**config.mk**
```make
export PLATFORM = sky130hd
export DESIGN_NAME = bit_4_add_sub
export DESIGN_NICKNAME = d
export VERILOG_FILES = /design/src/rtl/bit_4_add_sub_pkg.sv /design/src/rtl/bit_4_add_sub_full_adder.sv /design/src/rtl/bit_4_add_sub.sv
export SDC_FILE = /design/constraint.sdc
export NUM_CORES = 1
export LEC_CHECK = 0
export ABC_AREA = 1
export CAP_MARGIN = 10
export CORE_AREA = 2 2 39 41
export DETAILED_ROUTE_END_ITERATION = 7
export DIE_AREA = 0 0 41 43
export SYNTH_ARGS = -nofsm -noshare
export SYNTH_HDL_FRONTEND = slang
export SYNTH_SLANG_ARGS = --single-unit
```
**constraint.sdc**
```tcl
create_clock -name clk -period 2.39 [get_ports clk]
set_input_delay 0.478 -clock clk [delete_from_list [all_inputs] [get_ports clk]]
set_output_delay 0.478 -clock clk [all_outputs]
set_load 0.01 [all_outputs]
```
**src/rtl/bit_4_add_sub_pkg.sv**
```systemverilog
// rtl/bit_4_add_sub_pkg.sv - shared mode encoding for the 4-bit adder/subtractor
package bit_4_add_sub_pkg;

  typedef enum logic {
    MODE_ADD = 1'b0,
    MODE_SUB = 1'b1
  } mode_e;

endpackage

```
**src/rtl/bit_4_add_sub_full_adder.sv**
```systemverilog
// rtl/bit_4_add_sub_full_adder.sv - one-bit full adder cell for the ripple chain
module full_adder (
  input  logic a,
  input  logic b,
  input  logic cin,
  output logic s,
  output logic cout
);

  logic p;

  assign p    = a ^ b;
  assign s    = p ^ cin;
  assign cout = (a & b) | (cin & p);

endmodule

```
**src/rtl/bit_4_add_sub.sv**
```systemverilog
// rtl/bit_4_add_sub.sv - registered two's-complement adder/subtractor with carry and overflow
module bit_4_add_sub
  import bit_4_add_sub_pkg::*;
#(
  parameter int WIDTH = 4
) (
  input  logic             clk,
  input  logic             rst,
  input  logic [WIDTH-1:0] A,
  input  logic [WIDTH-1:0] B,
  input  logic             M,
  output logic [WIDTH-1:0] S,
  output logic             C,
  output logic             V
);

  mode_e            mode;
  logic             sub_en;
  logic [WIDTH-1:0] b_x;
  logic [WIDTH-1:0] sum;
  logic [WIDTH:0]   carry;

  logic [WIDTH-1:0] s_d, s_q;
  logic             c_d, c_q;
  logic             v_d, v_q;

  assign mode   = mode_e'(M);
  assign sub_en = (mode == MODE_SUB);

  // Subtraction is A + ~B + 1: invert B and inject the +1 as carry-in.
  assign b_x      = B ^ {WIDTH{sub_en}};
  assign carry[0] = sub_en;

  for (genvar i = 0; i < WIDTH; i++) begin : g_ripple
    full_adder u_fa (
      .a    (A[i]),
      .b    (b_x[i]),
      .cin  (carry[i]),
      .s    (sum[i]),
      .cout (carry[i+1])
    );
  end

  always_comb begin
    s_d = sum;
    c_d = carry[WIDTH];
    v_d = carry[WIDTH] ^ carry[WIDTH-1];
  end

  always_ff @(posedge clk) begin
    if (rst) begin
      s_q <= '0;
      c_q <= 1'b0;
      v_q <= 1'b0;
    end else begin
      s_q <= s_d;
      c_q <= c_d;
      v_q <= v_d;
    end
  end

  assign S = s_q;
  assign C = c_q;
  assign V = v_q;

endmodule

```
After elaboration in Yosys (flattened, before gate mapping)
Index checks and enable logic that the tools add are counted.
- bitwise logic cells: 22
- operator list (cell ; count):
    $xor A1 B1 Y1 ; 9
    $and A1 B1 Y1 ; 8
    $or A1 B1 Y1 ; 4
    $xor A4 B4 Y4 ; 1
- flip-flop bits (word level): 6
- input port bits: 11

Depth between registers and ports, before layout
Gate-level depths: netlist of the first run.
- word-level depth: 11
- depth in mapped cells: 11
- depth with buffers taken out: 11

By module
A second synthesis of the first run with hierarchy kept.
- cell total of the unflattened synthesis: 29
- area, all modules: 292.8 sq um
- by module, submodules not included (module ; instances ; cells an instance ; area each (sq um) ; sequential area each (sq um)):
    bit_4_add_sub ; 1 ; 25 ; 212.7 ; 120.1
    full_adder ; 4 ; 1 ; 20.0 ; 0.0

Worst setup path after synthesis of the first run
Ideal clock, no wire load.
- kind: input-to-reg
- start point: input M
- end point: register v_q (netlist: V)
- arrival time: 1.884 ns
- data required time: 2.320 ns
- setup slack: 0.436 ns
- stages: 9
- cell sequence: xor2_1 -> fa_1 -> inv_1 -> fa_1 -> inv_1 -> fa_1 -> inv_1 -> nand2_1 -> a21oi_1
- cells in the longest elaborated chain, start to end: 11
- elaborated cells on any way between the ends: 18
- those cells by class: bitwise: 18
- RTL lines (element ; RTL line ; source):
    start: declaration ; bit_4_add_sub.sv:11 ; input logic M,
    $xor A4 B4 Y4 ; bit_4_add_sub.sv:31 ; assign b_x = B ^ {WIDTH{sub_en}};
    $xor A1 B1 Y1 ; bit_4_add_sub_full_adder.sv:12 ; assign p = a ^ b;
    $and A1 B1 Y1 ; bit_4_add_sub_full_adder.sv:14 ; assign cout = (a & b) | (cin & p);
    $or A1 B1 Y1 ; bit_4_add_sub_full_adder.sv:14 ;
    $and A1 B1 Y1 ; bit_4_add_sub_full_adder.sv:14 ;
    $or A1 B1 Y1 ; bit_4_add_sub_full_adder.sv:14 ;
    $and A1 B1 Y1 ; bit_4_add_sub_full_adder.sv:14 ;
    $or A1 B1 Y1 ; bit_4_add_sub_full_adder.sv:14 ;
    $and A1 B1 Y1 ; bit_4_add_sub_full_adder.sv:14 ;
    $or A1 B1 Y1 * ; bit_4_add_sub_full_adder.sv:14 ;
    via c_d ; bit_4_add_sub.sv:24 ; logic c_d, c_q;
    $xor A1 B1 Y1 * ; bit_4_add_sub.sv:47 ; v_d = carry[WIDTH] ^ carry[WIDTH-1];
    end signal: assignment ; bit_4_add_sub.sv:58 ; v_q <= v_d;
    end: declaration ; bit_4_add_sub.sv:25 ; logic v_d, v_q;
Mark *: on every way through the listed nets, which the timed path passes. The rest lies on a longest branch.
A chain may end at the register's enable or synchronous reset.

Final worst setup path of the first run
- start point: input M
- end point: register s_q[3] (netlist: S[3])
- cells in the longest elaborated chain, start to end: 9
- elaborated cells on any way between the ends: 15
- those cells by class: bitwise: 15
- RTL lines (element ; RTL line ; source):
    $xor A4 B4 Y4 ; bit_4_add_sub.sv:31 ;
    $xor A1 B1 Y1 ; bit_4_add_sub_full_adder.sv:12 ;
    $and A1 B1 Y1 ; bit_4_add_sub_full_adder.sv:14 ;
    $or A1 B1 Y1 ; bit_4_add_sub_full_adder.sv:14 ;
    $and A1 B1 Y1 ; bit_4_add_sub_full_adder.sv:14 ;
    $or A1 B1 Y1 ; bit_4_add_sub_full_adder.sv:14 ;
    $and A1 B1 Y1 ; bit_4_add_sub_full_adder.sv:14 ;
    $or A1 B1 Y1 ; bit_4_add_sub_full_adder.sv:14 ;
    $xor A1 B1 Y1 * ; bit_4_add_sub_full_adder.sv:13 ; assign s = p ^ cin;
    via g_ripple[3].u_fa.s ; bit_4_add_sub_full_adder.sv:6 ; output logic s,
    end signal: assignment ; bit_4_add_sub.sv:52 ; s_q <= '0;
    end signal: assignment ; bit_4_add_sub.sv:56 ; s_q <= s_d;
    end: declaration ; bit_4_add_sub.sv:23 ; logic [WIDTH-1:0] s_d, s_q;
Marked as above.

==> results of run 1 <==
-- cells in the mapped netlist --
cell type	instances
a21oi_1	2
dfxtp_1	6
fa_1	3
inv_1	8
nand2_1	4
nor2_1	4
o21a_1	1
xnor2_1	1
xor2_1	2
-- flip-flops by register name, summed over array words and instances (netlist names) --
name and cells:
C 1, S 4, V 1
-- kinds of logic (layout without fill, tap and decap cells) --
| logic type | after synthesis | in the layout |
|---|---|---|
| AND/OR/NAND/NOR | 8 | 8 |
| buffers and inverters | 8 | 28 |
| flip-flops | 6 | 6 |
| adder cells (fa/ha/maj) | 3 | 3 |
| AO/OA/AOI/OAI | 3 | 3 |
| XOR/XNOR | 3 | 3 |
-- final timing paths --
check,start,cells after the start,slack (ns),to
max,M,9,0.11,S[3]
min,B[0],4,0.58,S[0]
-- final cells by class --
| cell class | instances | share of cell area |
|---|---|---|
| timing repair buffer | 17 | 0.339 |
| tap | 16 | 0.0399 |
| sequential | 6 | 0.239 |
| multi-input combinational | 17 | 0.277 |
| inverter | 8 | 0.0599 |
| clock buffer | 3 | 0.0449 |
-- timing repair --
item | CTS | global route
endpoints found under the hold margin | 0 | 0
gates resized for setup | 0 | 3
endpoints found under the setup margin | 0 | 2
-- stage by stage --
stage	setup slack (ns)	instances	area (sq um)	setup TNS, ns	power, mW
floorplan	0.436	31	284	0	0.158
global placement	-0.161	64	472	-0.362	0.208
detailed placement	-0.185	64	472	-0.463	0.209
CTS	0.0657	67	494	0	0.301
global route	0.00507	67	502	0	0.321
finish	0.112	67	502	0	0.295
-- metal layers --
metal	share of wire	global-route usage	wire length, microns	up-vias
met4	0	0.0800	0	0
met1	0.34	0.0726	150	103
li1	-	-	-	128
met3	0.086	0.0157	38	0
met2	0.57	0.0938	252	13
met5	0	0	0	-
-- worst max-delay path, cell delays in order --
cell and delay [ns]:
clkdlybuf4s50_1 0.46, xor2_1 0.19, fa_1 0.38, inv_1 0.08, fa_2 0.19, inv_1 0.06, fa_2 0.52, inv_1 0.04
nor2_1 0.06
-- power breakdown --
| part | switching (mW) | leakage [nW] | internal, mW | total, mW |
|---|---|---|---|---|
| Combinational | 0.0368 | 0.170 | 0.0538 | 0.0905 |
| Sequential | 0.00274 | 0.0500 | 0.114 | 0.117 |
| Clock | 0.0310 | 0.0138 | 0.0564 | 0.0875 |
==> results.tsv, run 1 <==
metric	value	unit
layout cells sized above 1	0.118	
Critical Path RT	2.57	ns
cts hold-fix bufs	0	
P per Cell Area	587	mW/mm^2
vias in the first global route	210	
Syn-to-layout area delta	76.7	%
Post-DP HPWL	397	microns
largest net degree at the start of global routing	7	
multi-input logic area	139	sq um
Hold Path Class	in2reg	
grt total ovfl	0	
Setup violations, final	0	
WL per Instance	6.58	microns
worst setup path category	in2reg	
die height	43	microns
Die X	41	microns
Cells after Synth	31	
drt total wl	441	microns
# nets final	67	
core footprint	0.00138	sq mm
WP data arrival	2.45	ns
CP max FO	3	
Post-Synth Adder-Cell Area	0.211	
outcome	complete, no violations	
compound-cell area share of the yosys netlist	0.0617	
vias per cell	3.64	
first-pass GRT wire length	759	microns
WHS	0.581	ns
Leakage	0.234	nW
GRT Overall Usage	0.0678	
Synthesized Nets	45	
postcts setup bufs	0	
synth unique cells	9	
drt drc	0	
# rows	14	
critical path startpoint category	input pin	
Hold Fails Final Rpt	0	
n_diodes	0	
antenna violations before repair	0	
synthesized area	284	sq um
Synth Area in XOR/XNOR	0.0925	
Avg Cell Area, Syn	9.16	sq um
Via Count	244	
#FFs+latches synth	6	
Num Clock Sinks	6	
num ports	17	
Antenna Nets Post-Route	0	
H-tree Lvls	1	
share of the synthesized area in the top cell type	0.423	
largest area contributor in the netlist	dfxtp_1	
YS warnings	0	
Area contributors post-synth	dfxtp_1, fa_1, inv_1	
initial core utilization	0.205	
Slew Limit Fails	0	
multiplexer area fraction after synthesis	0	
fin crit period	2.28	ns
Slew headroom	0.861	
Core Util, Final	0.363	
layout filler cell count	160	
First-pass DRT Iterations	4	
number of CTS-inserted buffers	3	
Worst-path clk slew	0.04	ns
TritonCTS clock tree	built	
fin crit share	0.953	
initial DRC count	1	
Longest Clk Path Bufs	2	
max-cap violations	0	
Simple-Gate Fraction of Synth Area	0.106	
most frequent cells in the layout	clkdlybuf4s50_1, inv_1, dfxtp_1	
combinational family with the most area after synthesis	adder cells	
RePlAce Congestion	0.711	
Sequential Area	120	sq um
unrepaired setup endpoints after global routing	no	
number of port buffers	16	
Worst Tran Pin Value	0.208	ns
Root Buffer	clkbuf_4	
crit end category	flip-flop	
f_max	439	MHz
Die ar.	0.00176	sq mm
most common cell after layout, fill and taps aside	clkdlybuf4s50_1	
sequential fraction of the synthesis area	0.423	
peak supply drop	142	uV
Note: power is estimated with default switching activity, not from simulation.
==> run 2: changes to the inputs <==
--- a/config.mk
+++ b/config.mk
@@ -12,4 +12,5 @@
 export DIE_AREA = 0 0 41 43
 export SYNTH_ARGS = -nofsm -noshare
 export SYNTH_HDL_FRONTEND = slang
+export SYNTH_HIERARCHICAL = 1
 export SYNTH_SLANG_ARGS = --single-unit
==> run 2 against run 1 <==
  * Critical path depth down 1
  * Count of clock-buffer cells in the layout stayed put
  * Hold slack improved by 0.17 ns
  * First-iteration DRC count shrank 100%
  * Wire length up 5.4%
  * Clock power is 3.2% higher
  * Synthesized area rose by 3.1%
  * Combinational power rose by 16%
  * Largest cell class unchanged
==> results.tsv, run 2 <==
metric	value	unit
#FFs+latches synth	6	
Antenna Nets Post-Route	0	
RePlAce Congestion	0.633	
WL per Instance	7.15	microns
first-pass GRT wire length	586	microns
CP Capture Point	S[3]	
final setup margin	0.0644	ns
vias per cell	3.60	
Core Util, Final	0.381	
Synth top cells by count	inv_1, dfxtp_1, nor2_1, fa_1, xor2_1	
grt total ovfl	0	
Worst-path clk slew	0.05	ns
EDFF count, synth	0	
Internal Pwr Total	0.234	mW
most common cell after layout, fill and taps aside	clkdlybuf4s50_1	
Area contributors post-synth	dfxtp_1, fa_1, xor2_1	
largest area contributor in the netlist	dfxtp_1	
CP Cell Sequence	buf_6 -> xor2_2 -> fa_2 -> fa_2 -> fa_2 -> fa_2 -> inv_1 -> nor2_1	
cts hold-fix bufs	0	
number of port buffers	16	
most frequent cells in the layout	clkdlybuf4s50_1, inv_1, dfxtp_1, nor2_1, fa_2	
Setup violations, final	0	
synthesized area	293	sq um
max-cap violations	0	
Root Buffer	clkbuf_4	
First-pass DRT Iterations	1	
Non-Filler Instances	65	
GRT Overall Usage	0.0536	
Avg Cell Area, Syn	10.1	sq um
Cells after Synth	29	
num ports	17	
largest net degree at the start of global routing	7	
count leader, synth	inv_1	
Net Sw Frac	0.255	
slowest stage delay, CP	0.57	ns
synth unique cells	7	
YS warnings	6	
Via Count	234	
drt drc	0	
total power	0.314	mW
initial core utilization	0.212	
Clk pwr share	0.287	
Top FF cell, synth	dfxtp_1	
Longest Clk Path Bufs	2	
H-tree Lvls	1	
vias in the first global route	191	
# nets final	66	
fin crit period	2.33	ns
Hold Fails Final Rpt	0	
combinational share of power	0.334	
Syn-to-layout area delta	79.9	%
outcome	complete, no violations	
layout cells sized above 1	0.224	
final instance area	527	sq um
worst setup path category	in2reg	
# rows	14	
worst slack, placed	-0.508	ns
Synthesized Nets	44	
Die X	41	microns
beginning of the critical path	B[0]	
Reg power frac	0.379	
Worst Tran Pin Value	0.211	ns
CP dominant cell by count	fa_2	
WP data arrival	2.50	ns
Slew Limit Fails	0	
drt total wl	465	microns
peak supply drop	150	uV
n_diodes	0	
critical path's slowest cell	fa_2	
number of CTS-inserted buffers	3	
critical path startpoint category	input pin	
DP Area	490	sq um
Num Clock Sinks	6	
unrepaired setup endpoints after global routing	no	
WHS	0.749	ns
TritonCTS clock tree	built	
initial DRC count	0	
f_max	430	MHz
P per Cell Area	596	mW/mm^2
Slew headroom	0.859	
P_sw	0.0801	mW
fin crit share	0.973	
CP max FO	3	
die height	43	microns
antenna violations before repair	0	
crit end category	flip-flop	
Leakage	0.236	nW
Hold Path Class	in2reg	
share of the synthesized area in the top cell type	0.410	
core footprint	0.00138	sq mm
Critical Path RT	2.57	ns
Die ar.	0.00176	sq mm
max FFs per register	4	
setup TNS	0	ns
DP Cell Count	62	
sequential fraction of the synthesis area	0.410	
async set-reset flop share out of synthesis	0	
run 2: power by group through the flow:
stage / clock (mW) / combinational [mW] / sequential, mW
after floorplan: 0 / 0.0388 / 0.129
after global placement: 0 / 0.102 / 0.120
after detailed placement: 0 / 0.105 / 0.121
after CTS: 0.0939 / 0.107 / 0.119
after global routing: 0.0949 / 0.116 / 0.120
final: 0.0903 / 0.105 / 0.119
run 2: worst max-delay path, delay by kind of cell:
kind / cells / cell delay (ns)
adders and majority gates: 4 / 1.66
and+or+nand+nor: 1 / 0.06
xor gates and xnor gates: 1 / 0.17
buffers and inverters: 2 / 0.14
run 2: cell families (layout without fill, tap and decap cells):
logic type      count (synthesis)  count (layout)  synth area share
buf+inv                         7              27            0.0898
compound gates                  1               1            0.0171
fa+ha+maj                       4               4             0.274
simple gates                    7               7            0.0897
xor+xnor                        4               4             0.120
flops                           6               6             0.410
run 2: worst min-delay path by stage:
stage               start  endpoint  slack [ns]  cells past startpoint
floorplan             rst      S[0]        0.55                      1
global placement      rst      S[3]        1.14                      2
detailed placement    rst      S[0]        1.15                      2
CTS                     M      S[0]        0.75                      5
global route            M      S[0]        0.79                      5
finish                  M      S[0]        0.75                      5
run 2: cell type report:
type | instances | area [sq um]
Multi-Input combinational cell | 16 | 164
Tap cell | 16 | 20.0
Sequential cell | 6 | 120
Inverter | 7 | 26.3
Fill cell | 149 | 857
Clock buffer | 3 | 22.5
Timing Repair Buffer | 17 | 174
run 2: timing repair:
action / 4_1_cts / 5_1_grt
setup buffers: 0 / 0
pin swaps: 5 / 3
gates resized for setup: 15 / 0
endpoints found under the setup margin: 3 / 2
run 2: metal layers:
layer	share of wire	vias up	GRT usage
met1	0.35	103	0.0429
met3	0.073	0	0
met5	0	-	0
li1	-	121	-
met2	0.57	10	0.0875
met4	0	0	0.0800
==> run 3: changes to the inputs <==
--- a/config.mk
+++ b/config.mk
@@ -5,7 +5,6 @@
 export SDC_FILE = /design/constraint.sdc
 export NUM_CORES = 1
 export LEC_CHECK = 0
-export ABC_AREA = 1
 export CAP_MARGIN = 10
 export CORE_AREA = 2 2 39 41
 export DETAILED_ROUTE_END_ITERATION = 7
==> run 3 against run 2 <==
  * Global-route usage increased by 1.1 points
  * Synthesized cell count decreased by 28%
  * Non-clock buffer count increased by 1
  * Sequential cell count unchanged
  * Die area unchanged
  * Combinational power about the same
  * Critical path depth decreased by 1
==> results.tsv, run 3 <==
metric	value	unit
count leader, synth	dfxtp_1	
WL per Instance	7.38	microns
RePlAce Congestion	0.606	
worst setup path category	in2reg	
Reg power frac	0.380	
WHS Path Cells	4	
initial DRC count	0	
CP dominant cell by count	fa_2	
grt total ovfl	0	
Net Sw Frac	0.233	
Num Clock Sinks	6	
# rows	14	
P per Cell Area	603	mW/mm^2
drt drc	0	
core footprint	0.00138	sq mm
Worst-path clk slew	0.04	ns
YS warnings	6	
# nets final	59	
critical path startpoint category	input pin	
Cells after Synth	21	
DP Cell Count	55	
total power	0.314	mW
fin crit period	2.34	ns
Synthesized Nets	36	
critical path's slowest cell	fa_2	
largest area contributor in the netlist	dfxtp_1	
#FFs+latches synth	6	
fin crit share	0.980	
Leakage	0.200	nW
delay-heaviest family, CP	adder cells	
Longest Clk Path Bufs	2	
final setup margin	0.0475	ns
H-tree Lvls	1	
Worst Hold End	S[0]	
most frequent cells in the layout	clkdlybuf4s50_1, dfxtp_1, nor2b_1	
Hold Fails Final Rpt	0	
crit end category	flip-flop	
Syn-to-layout area delta	86.5	%
layout cells sized above 1	0.286	
antenna violations before repair	0	
DP Area	484	sq um
peak supply drop	145	uV
die height	43	microns
Top FF cell, synth	dfxtp_1	
initial core utilization	0.202	
number of port buffers	16	
f_max	427	MHz
synth unique cells	6	
WP data arrival	2.52	ns
Via Count	208	
share of the synthesized area in the top cell type	0.430	
Antenna Nets Post-Route	0	
TritonCTS clock tree	built	
vias in the first global route	185	
Internal Pwr Total	0.241	mW
Slew headroom	0.867	
vias per cell	3.59	
async set-reset flop share out of synthesis	0	
P_sw	0.0732	mW
Die ar.	0.00176	sq mm
setup TNS	0	ns
unrepaired setup endpoints after global routing	no	
postcts setup bufs	0	
first-pass GRT wire length	683	microns
Setup violations, final	0	
synthesized area	279	sq um
worst slack, placed	-0.487	ns
CP bufs+invs	1	
Non-Filler Instances	58	
Post-DP HPWL	405	microns
WHS	0.756	ns
slowest stage delay, CP	0.56	ns
num ports	17	
First-pass DRT Iterations	1	
sequential fraction of the synthesis area	0.430	
outcome	complete, no violations	
Avg Cell Area, Syn	13.3	sq um
Die X	41	microns
drt total wl	428	microns
Critical Path RT	2.57	ns
Synth top cells by count	dfxtp_1, nor2b_1, fa_1, xor2_1	
number of CTS-inserted buffers	3	
most common cell after layout, fill and taps aside	clkdlybuf4s50_1	
final instance area	520	sq um
max-cap violations	0	
combinational share of power	0.338	
Area contributors post-synth	dfxtp_1, fa_1, xor2_1	
max FFs per register	4	
n_diodes	0	
GRT Overall Usage	0.0648	
Worst Tran Pin Value	0.199	ns
worst hold start	M	
largest net degree at the start of global routing	7	
Root Buffer	clkbuf_4	
Slew Limit Fails	0	
Hold Path Class	in2reg	
Clk pwr share	0.282	
CP Cell Sequence	buf_6 -> xor2_2 -> fa_2 -> fa_2 -> fa_2 -> fa_2 -> nor2b_1	
Core Util, Final	0.376	
CP max FO	2	
EDFF count, synth	0	
==> run 3: cell families (layout without fill, tap and decap cells) <==
logic type	Yosys count	count (layout)	synth area share
xor gates and xnor gates	5	5	0.157
adders and majority gates	4	4	0.287
buffers and inverters	0	21	0
DFF	6	6	0.431
and+or+nand+nor	6	6	0.126
==> run 3: cell type report <==
class,count,area (sq um)
multi-input combinational,15,176
tap,16,20.0
sequential,6,120
timing repair buffer,18,181
fill,145,863
clock buffer,3,22.5
==> run 3: metal layers <==
| metal | global-route usage | vias up | share of wire |
|---|---|---|---|
| li1 | - | 104 | - |
| met1 | 0.0728 | 83 | 0.39 |
| met2 | 0.0688 | 19 | 0.39 |
| met3 | 0.0262 | 2 | 0.18 |
| met4 | 0.100 | 0 | 0.033 |
| met5 | 0 | - | 0 |
==> run 3: tightest hold or removal path, cell delays in order <==
cell and delay [ns]:
buf_6 0.08, buf_6 0.11, fa_2 0.18, nor2b_1 0.11
==> run 3: what timing repair did <==
action	in CTS	in global routing
hold buffers	0	0
pin swaps	5	1
resized for setup	15	0
hold endpoints to repair	0	0
endpoints found under the setup margin	3	2
==> run 3: how the worst max path moves through the flow <==
stage | startpoint | endpoint | slack (ns) | depth (start not counted)
CTS | B[0] | S[3] | -0.02 | 7
global placement | M | S[3] | -0.47 | 7
floorplan | M | S[3] | 0.01 | 6
detailed placement | M | S[3] | -0.49 | 7
global route | B[0] | S[3] | 0.004 | 7
finish | B[0] | S[3] | 0.05 | 7
==> run 3: power by group through the flow <==
stage                     clock network (mW)  registers (mW)  logic, mW
after detailed placement                   0           0.121      0.106
after CTS                             0.0936           0.120      0.109
after global placement                     0           0.121      0.105
after global routing                  0.0969           0.121      0.120
after floorplan                            0           0.130     0.0362
final                                 0.0885           0.119      0.106
